**src/rtl/ftq_sram_pkg.sv**
```systemverilog
// Shared types and helpers for the FTQ side-band storage array:
// address-width derivation, init FSM state encoding and packed-bus slice offsets.
package ftq_sram_pkg;

  typedef enum logic {
    ST_INIT = 1'b0,
    ST_IDLE = 1'b1
  } ftq_sram_state_e;

  // A single-entry-pair array still needs one address bit.
  function automatic int calc_aw(input int depth);
    return (depth <= 2) ? 1 : $clog2(depth);
  endfunction

  function automatic int addr_lsb(input int port, input int aw);
    return port * aw;
  endfunction

  function automatic int data_lsb(input int port, input int width);
    return port * width;
  endfunction

endpackage

```
**src/rtl/ftq_sram_1r1w.sv**
```systemverilog
// One storage copy: single write port, one registered read port with
// write-first bypass, hold-when-idle and out-of-range reads returning zero.
module ftq_sram_1r1w #(
  parameter int DEPTH = 8,
  parameter int WIDTH = 256,
  parameter int AW    = 3
) (
  input  logic             clock,
  input  logic             reset,
  input  logic             i_wen,
  input  logic [AW-1:0]    i_waddr,
  input  logic [WIDTH-1:0] i_wdata,
  input  logic             i_ren,
  input  logic [AW-1:0]    i_raddr,
  output logic [WIDTH-1:0] o_rdata
);

  localparam logic [AW:0] DEPTH_W = (AW+1)'(DEPTH);

  logic [WIDTH-1:0] r_mem [DEPTH];
  logic [WIDTH-1:0] r_rdata;
  logic             w_wr_ok;
  logic             w_rd_ok;
  logic             w_bypass;

  assign w_wr_ok  = i_wen && ({1'b0, i_waddr} < DEPTH_W);
  assign w_rd_ok  = {1'b0, i_raddr} < DEPTH_W;
  assign w_bypass = w_wr_ok && (i_waddr == i_raddr);

  // Storage is deliberately not reset; the top-level init sequencer zeroes it.
  always_ff @(posedge clock) begin
    if (w_wr_ok) begin
      r_mem[i_waddr] <= i_wdata;
    end
  end

  always_ff @(posedge clock) begin
    if (reset) begin
      r_rdata <= '0;
    end else if (i_ren) begin
      if (!w_rd_ok) begin
        r_rdata <= '0;
      end else if (w_bypass) begin
        r_rdata <= i_wdata;
      end else begin
        r_rdata <= r_mem[i_raddr];
      end
    end
  end

  assign o_rdata = r_rdata;

endmodule

```
**src/rtl/ftq_nr_sram_multi.sv**
```systemverilog
// N-read/1-write FTQ side-band array: one replicated copy per read port, shared
// write port, and a reset-time sequencer that zeroes every entry before ready.
module ftq_nr_sram_multi
  import ftq_sram_pkg::*;
#(
  parameter  int NUM_READ = 2,
  parameter  int DEPTH    = 8,
  parameter  int WIDTH    = 256,
  localparam int AW       = calc_aw(DEPTH)
) (
  input  logic                      clock,
  input  logic                      reset,
  input  logic [NUM_READ*AW-1:0]    io_raddr,
  input  logic [NUM_READ-1:0]       io_ren,
  output logic [NUM_READ*WIDTH-1:0] io_rdata,
  input  logic [AW-1:0]             io_waddr,
  input  logic                      io_wen,
  input  logic [WIDTH-1:0]          io_wdata,
  output logic                      io_ready
);

  localparam logic [AW-1:0] LAST_IDX = AW'(DEPTH - 1);

  ftq_sram_state_e r_state;
  logic [AW-1:0]   r_cnt;
  logic            r_ready;

  logic                w_init;
  logic                w_wen;
  logic [AW-1:0]       w_waddr;
  logic [WIDTH-1:0]    w_wdata;
  logic [NUM_READ-1:0] w_ren;

  always_ff @(posedge clock) begin
    if (reset) begin
      r_state <= ST_INIT;
      r_cnt   <= '0;
      r_ready <= 1'b0;
    end else begin
      case (r_state)
        ST_INIT: begin
          if (r_cnt == LAST_IDX) begin
            r_state <= ST_IDLE;
            r_cnt   <= '0;
            r_ready <= 1'b1;
          end else begin
            r_cnt <= r_cnt + AW'(1);
          end
        end
        ST_IDLE: begin
          r_ready <= 1'b1;
        end
        default: begin
          r_state <= ST_INIT;
          r_cnt   <= '0;
          r_ready <= 1'b0;
        end
      endcase
    end
  end

  // While initialising, the write port is stolen for zeroing and reads are gated
  // so the output registers keep the zero they were reset to.
  assign w_init  = (r_state == ST_INIT);
  assign w_wen   = w_init ? 1'b1  : io_wen;
  assign w_waddr = w_init ? r_cnt : io_waddr;
  assign w_wdata = w_init ? '0    : io_wdata;
  assign w_ren   = w_init ? '0    : io_ren;

  for (genvar g = 0; g < NUM_READ; g++) begin : g_copy
    ftq_sram_1r1w #(
      .DEPTH (DEPTH),
      .WIDTH (WIDTH),
      .AW    (AW)
    ) u_copy (
      .clock   (clock),
      .reset   (reset),
      .i_wen   (w_wen),
      .i_waddr (w_waddr),
      .i_wdata (w_wdata),
      .i_ren   (w_ren[g]),
      .i_raddr (io_raddr[addr_lsb(g, AW) +: AW]),
      .o_rdata (io_rdata[data_lsb(g, WIDTH) +: WIDTH])
    );
  end

  assign io_ready = r_ready;

endmodule

```
**config.mk**
```make
export PLATFORM = sky130hd
export DESIGN_NAME = ftq_nr_sram_multi
export DESIGN_NICKNAME = d
export VERILOG_FILES = /design/src/rtl/ftq_sram_pkg.sv /design/src/rtl/ftq_sram_1r1w.sv /design/src/rtl/ftq_nr_sram_multi.sv
export SDC_FILE = /design/constraint.sdc
export NUM_CORES = 2
export LEC_CHECK = 0
export CORE_ASPECT_RATIO = 1.2
export CORE_MARGIN = 10
export CORE_UTILIZATION = 66
export CTS_BUF_LIST = sky130_fd_sc_hd__clkbuf_8
export DETAILED_ROUTE_END_ITERATION = 8
export PLACE_DENSITY_LB_ADDON = 0.25
export SLEW_MARGIN = 40
export SYNTH_ARGS = -nofsm -noshare
export SYNTH_HDL_FRONTEND = slang
export SYNTH_SLANG_ARGS = --single-unit
```
**constraint.sdc**
```tcl
create_clock -name clock -period 27.3 [get_ports clock]
set_input_delay 5.46 -clock clock [delete_from_list [all_inputs] [get_ports clock]]
set_output_delay 5.46 -clock clock [all_outputs]
set_load 0.01 [all_outputs]
```
# --- Yosys cells after proc, flatten, opt, wreduce, memory -nomap -nowiden ---
# Memory sizes are Yosys's and may differ from the RTL's. A register that Yosys moved wholly into a read port is not among the register bits.
# Cells that the tools add are included.
totals:
  register_bits: 5
  ramBits: 4096
  in_bits: 270
  output_inout_bits: 513
  wordCells: 20
  mem_count: 2
mem_list:
  columns: ["name", "words", "word_bits", "read_ports", "rd_ports_with_merged_regs", "wr", "line", "text"]
  rows:
  - ["g_copy[0].u_copy.r_mem", 8, 256, 1, 1, 1, "ftq_sram_1r1w.sv:20", "logic [WIDTH-1:0] r_mem [DEPTH];"]
  - ["g_copy[1].u_copy.r_mem", 8, 256, 1, 1, 1, "ftq_sram_1r1w.sv:20", null]
classes:
  n_addsub: 1
  eq_ne: 2
  muxes: 11
  bitwise: 1
op_table:
  columns: ["cell", "count"]
  rows:
  - ["$mux 256", 1]
  - ["$mux 1", 6]
  - ["$mux 3", 2]
  - ["$add 3x1->3 const B", 1]
  - ["$eq 3x3->1 const B", 1]
  - ["$mux 2", 1]
  - ["$ne 2x1->1 const B", 1]
  - ["$pmux 1 s2", 1]
  - ["$not 1->1", 1]

# --- Longest topological paths before layout ---
logic_depth:
  depth_word: 3
  ltp_mapped: 8

# --- By module ---
# Synthesis repeated with hierarchy kept, for this count alone.
hier_totals:
  cells_unflattened: 8253
  hier_area_um2: 173223.6
by_module_without_submodules:
  columns: ["mod", "instances", "cells_each", "area_each_um2"]
  rows:
  - ["ftq_sram_1r1w", 2, 3972, 85602.1]
  - ["ftq_nr_sram_multi", 1, 309, 2019.4]

# --- Least setup slack after synthesis ---
# Ideal clock, no wire load.
synth_timing:
  path_type: "input-to-reg"
  start: "input io_waddr[1]"
  end: "memory g_copy[1].u_copy.r_mem[7][0], enable pin"
  setup_ns: 0.879
  arrival_ns: 16.503
  t_required_ns: 26.421
  slack_ns: 9.918
  path_stages: 3
  path_buffers: 0
  path_cell_list: "mux2i_2 or2_2 nor2_1"
synth_between:
  elab_chain_cells: 1
synth_lines:
  columns: ["element", "line", "text"]
  rows:
  - ["from (decl)", "ftq_nr_sram_multi.sv:16", "input logic [AW-1:0] io_waddr,"]
  - ["$mux 3", "ftq_nr_sram_multi.sv:66", "assign w_waddr = w_init ? r_cnt : io_waddr;"]
  - ["to (decl)", "ftq_sram_1r1w.sv:20", null]
# No other way between the ends.

==> summary.md <==
| Metric | Value |
|---|---|
| Average cell area after synthesis | `around 16 um^2` |
| Critical register-to-register path startpoint | `r_state$_SDFF_PP0_` |
| Area growth syn-to-layout | `14.54%` |
| Period minus WS final | `between 9000 and 10,000 ps` |
| Min-Delay Path Depth | `2` |
| Total clock buffers created by CTS | `391` |
| Footprint of the multi-input gates | `0.04328 mm^2` |
| Max VDD drop | `about 52 uV` |
| Placer congestion estimate | `around 0.84` |
| Clock buffer depth | `4` |
| Final-report max-slew violation count | `0` |
| TritonCTS clock tree | `built` |
| Maximum number of pins on one net before global-route repair | `161` |
| Count of cell types in the netlist | `26` |
| Maximum fanout along the worst path | `just under 90` |
| Number of nets with antenna violations after detailed routing | `0` |
| # IOs | `between 700 and 800` |
| Kind of start point of the critical path | `input pin` |
| FP Rows | `between 150 and 200` |
| Sink of the worst hold path | `io_ready$_SDFFE_PP0P_` |
| # DRC | `0` |
| IO Port Bufs | `782` |
| Post-Route WL | `between 300,000 and 400,000 um` |
| Overall die area | `0.1978 mm^2` |
| Core Region | `between 0.15 and 0.2 mm^2` |
| Gr usage total | `between 30% and 40%` |
| Die height | `485.3 um` |
| WL per Instance | `about 34 um` |
| Initial standard-cell utilization of the core | `between 60% and 70%` |
| Estimated wirelength of the detail-placed design | `between 200,000 and 250,000 um` |
| Number of H-tree branching levels | `5` |
| Initial antenna violation count | `28` |
| Area taken by flip-flops and latches | `0.07185 mm^2` |
| Portion of the clock cycle consumed by the worst path in the final layout | `around 34%` |
| Synth Net Count | `7,671` |
| Max-slew headroom | `around 28%` |
| Status | `completed` |
| Maximum operating frequency | `between 100 and 150 MHz` |
| Reported max-cap violation count | `0` |
| Flip-flop and latch count after synthesis | `2,565` |
| Kind of capture point of the worst setup path | `register` |
| Path class of the lowest-slack min-delay path | `register to register` |
| Power per cell area | `61.90 mW/mm^2` |
| Quantity of hold-fixing buffers added after cts | `0` |
| Most frequent standard cell in the layout excluding fill and tap cells | `sky130_fd_sc_hd__edfxtp_1` |
| Source-to-sink clock delay at the later pin of the worst-skew pair | `between 1000 and 1500 ps` |
| Most frequent cells in the layout | `sky130_fd_sc_hd__edfxtp_1 (2,048), sky130_fd_sc_hd__nor2_1 (1,029), sky130_fd_sc_hd__mux4_2 (1,024)` |
| Total of cells resized after clock tree synthesis | `0` |
| Required time at the endpoint of the critical path | `approximately 28,000 ps` |
| Synthesized area | `around 0.12 mm^2` |
| Arrival time of data at the critical path endpoint | `approximately 10,000 ps` |
| Final Instance Area | `~0.14 mm^2` |
| Number of global-route vias before repair | `82,620` |
| Final setup violation count | `0` |
| Post-DP Area | `between 0.1 and 0.15 mm^2` |
| Fin. Hold Viols | `0` |
| Wire length of the first global-routing pass | `~540,000 um` |
| Sequential cell area fraction in the yosys report | `between 60% and 70%` |
| Critical path start-end classification | `input pin to register` |
| Post-Route Setup TNS | `0 ps` |
| Average vias per placed instance | `about 7.5` |
| Die Width | `about 410 um` |
| Standby leakage power | `roughly 0.047 uW` |
| Min-delay src | `io_ready$_SDFFE_PP0P_` |
| Setup repair after global routing missed its margin | `false` |
| Length of the first detailed-routing pass in iterations | `6` |
| Cells after synthesis | `approximately 7,400` |
| Slack of the worst reg-to-reg path | `~22,000 ps` |
| Worst-margin pin slew | `~1100 ps` |
| Synth warnings | `0` |
| Worst clock skew | `~72 ps` |
| Endpoint of the most critical register-to-register path | `g_copy[0].u_copy.o_rdata[75]$_SDFFE_PP0P_` |
| Overall via count from detail_route | `80,500` |
| Fraction of final layout cells with drive strength greater than 1 | `21.04%` |
| Fill cell count | `between 9,000 and 10,000` |
| Number of clock sinks | `2,565` |
| Final nets | `8,244` |
| DRC marker count from the first detailed-route iteration | `roughly 11,000` |
| Cell depth of the worst flop-to-flop path | `9` |
| Total setup buffers inserted after CTS | `0` |
| Total congestion overflow after global routing | `0` |
| Root buf cell | `sky130_fd_sc_hd__clkbuf_8` |
| Clock-pin slew on the worst setup and hold paths | `70 ps` |
how the worst max path moves through the flow:
stage | cells past startpoint | startpoint | to | slack, ps
floorplan | 3 | io_waddr[1] | g_copy[1].u_copy.r_mem[7][0]$_DFFE_PP_ | 9920
detailed placement | 9 | io_raddr[5] | g_copy[1].u_copy.o_rdata[65]$_SDFFE_PP0P_ | 16510
global route | 9 | io_raddr[5] | g_copy[1].u_copy.o_rdata[104]$_SDFFE_PP0P_ | 17830
global placement | 9 | io_raddr[5] | g_copy[1].u_copy.o_rdata[25]$_SDFFE_PP0P_ | 16130
CTS | 9 | io_raddr[5] | g_copy[1].u_copy.o_rdata[25]$_SDFFE_PP0P_ | 17670
finish | 9 | io_raddr[5] | g_copy[1].u_copy.o_rdata[104]$_SDFFE_PP0P_ | 17910
state kept, by name, indices dropped and copies added (netlist names):
signal,cells
r_state,1
g_copy.u_copy.r_mem,2048
r_cnt,3
io_ready,1
g_copy.u_copy.o_rdata,512
worst max-delay path: stages:
cell and delay [ps]:
sky130_fd_sc_hd__buf_8 520, sky130_fd_sc_hd__buf_6 710, sky130_fd_sc_hd__xor2_1 240, sky130_fd_sc_hd__o22a_4 530, sky130_fd_sc_hd__or3_4 560, sky130_fd_sc_hd__buf_6 590
sky130_fd_sc_hd__buf_6 600, sky130_fd_sc_hd__buf_6 620, sky130_fd_sc_hd__o311a_1 270
cells in the mapped netlist (all sizes together):
library cell	instances	area share, %
edfxtp	2048	52
clkbuf	568	1.8
o311a	512	4.3
o311ai	512	3.8
nand2	180	0.57
dfxtp	517	8.7
nor3	1	0.0042
nor2b	1	0.0053
inv	177	0.56
mux2i	517	4.3
mux4	1024	19
nor2	1037	3.3
ha	2	0.021
or3	2	0.011
xnor2	4	0.029
buf	202	1.1
a31oi	1	0.0053
o22a	3	0.022
and2	82	0.43
nand2b	2	0.011
or2	1	0.0053
a21oi	2	0.0084
xor2	4	0.029
power by group:
| part | internal, uW | total (uW) | switching, uW |
|---|---|---|---|
| logic | 359 | 954 | 594 |
| clock network | 1570 | 3050 | 1480 |
| registers | 4360 | 4440 | 74.2 |
area by class of cell:
| type | count | area share [%] |
|---|---|---|
| Sequential cell | 2565 | 52.69 |
| Multi-Input combinational cell | 3887 | 31.74 |
| Timing Repair Buffer | 950 | 7.412 |
| Clock buffer | 443 | 4.471 |
| Tap cell | 2408 | 2.209 |
| Clock inverter | 262 | 0.9671 |
| Inverter | 177 | 0.4872 |
| Antenna cell | 12 | 0.02202 |
cells by family (layout without fill, tap and decap cells):
group,after synthesis,after routing,synth area share (%)
buffers and inverters,947,1832,3.437
and+or+nand+nor,1306,1306,4.304
xor gates and xnor gates,8,8,0.05885
muxes,1541,1541,23.72
other,0,12,0
DFF,2565,2565,60.35
adders and majority gates,2,2,0.02102
AOI/OAI and AO/OA,1030,1030,8.107
stage by stage:
stage	std cells	utilization, %	hold slack (ps)	worst slack, ps	power [uW]
2_1_floorplan	7399	-	469.6	9918	5148
3_3_place_gp	9955	71.39	448.7	16130	5391
3_5_place_dp	9972	71.71	450.9	16510	5427
4_1_cts	10680	75.85	459.3	17670	8410
5_1_grt	10700	76.13	476.9	17830	8662
6_report	10700	76.14	464.5	17910	8440
per-layer routing:
| metal | GRT usage (%) | up-vias | part of all wire (%) |
|---|---|---|---|
| li1 | - | 31670 | - |
| met1 | 47.25 | 40140 | 33 |
| met2 | 55.29 | 7432 | 46 |
| met3 | 14.48 | 1218 | 17 |
| met4 | 14.99 | 36 | 4.1 |
| met5 | 0.09709 | - | 0.065 |
(Power assumes the default switching activity.)
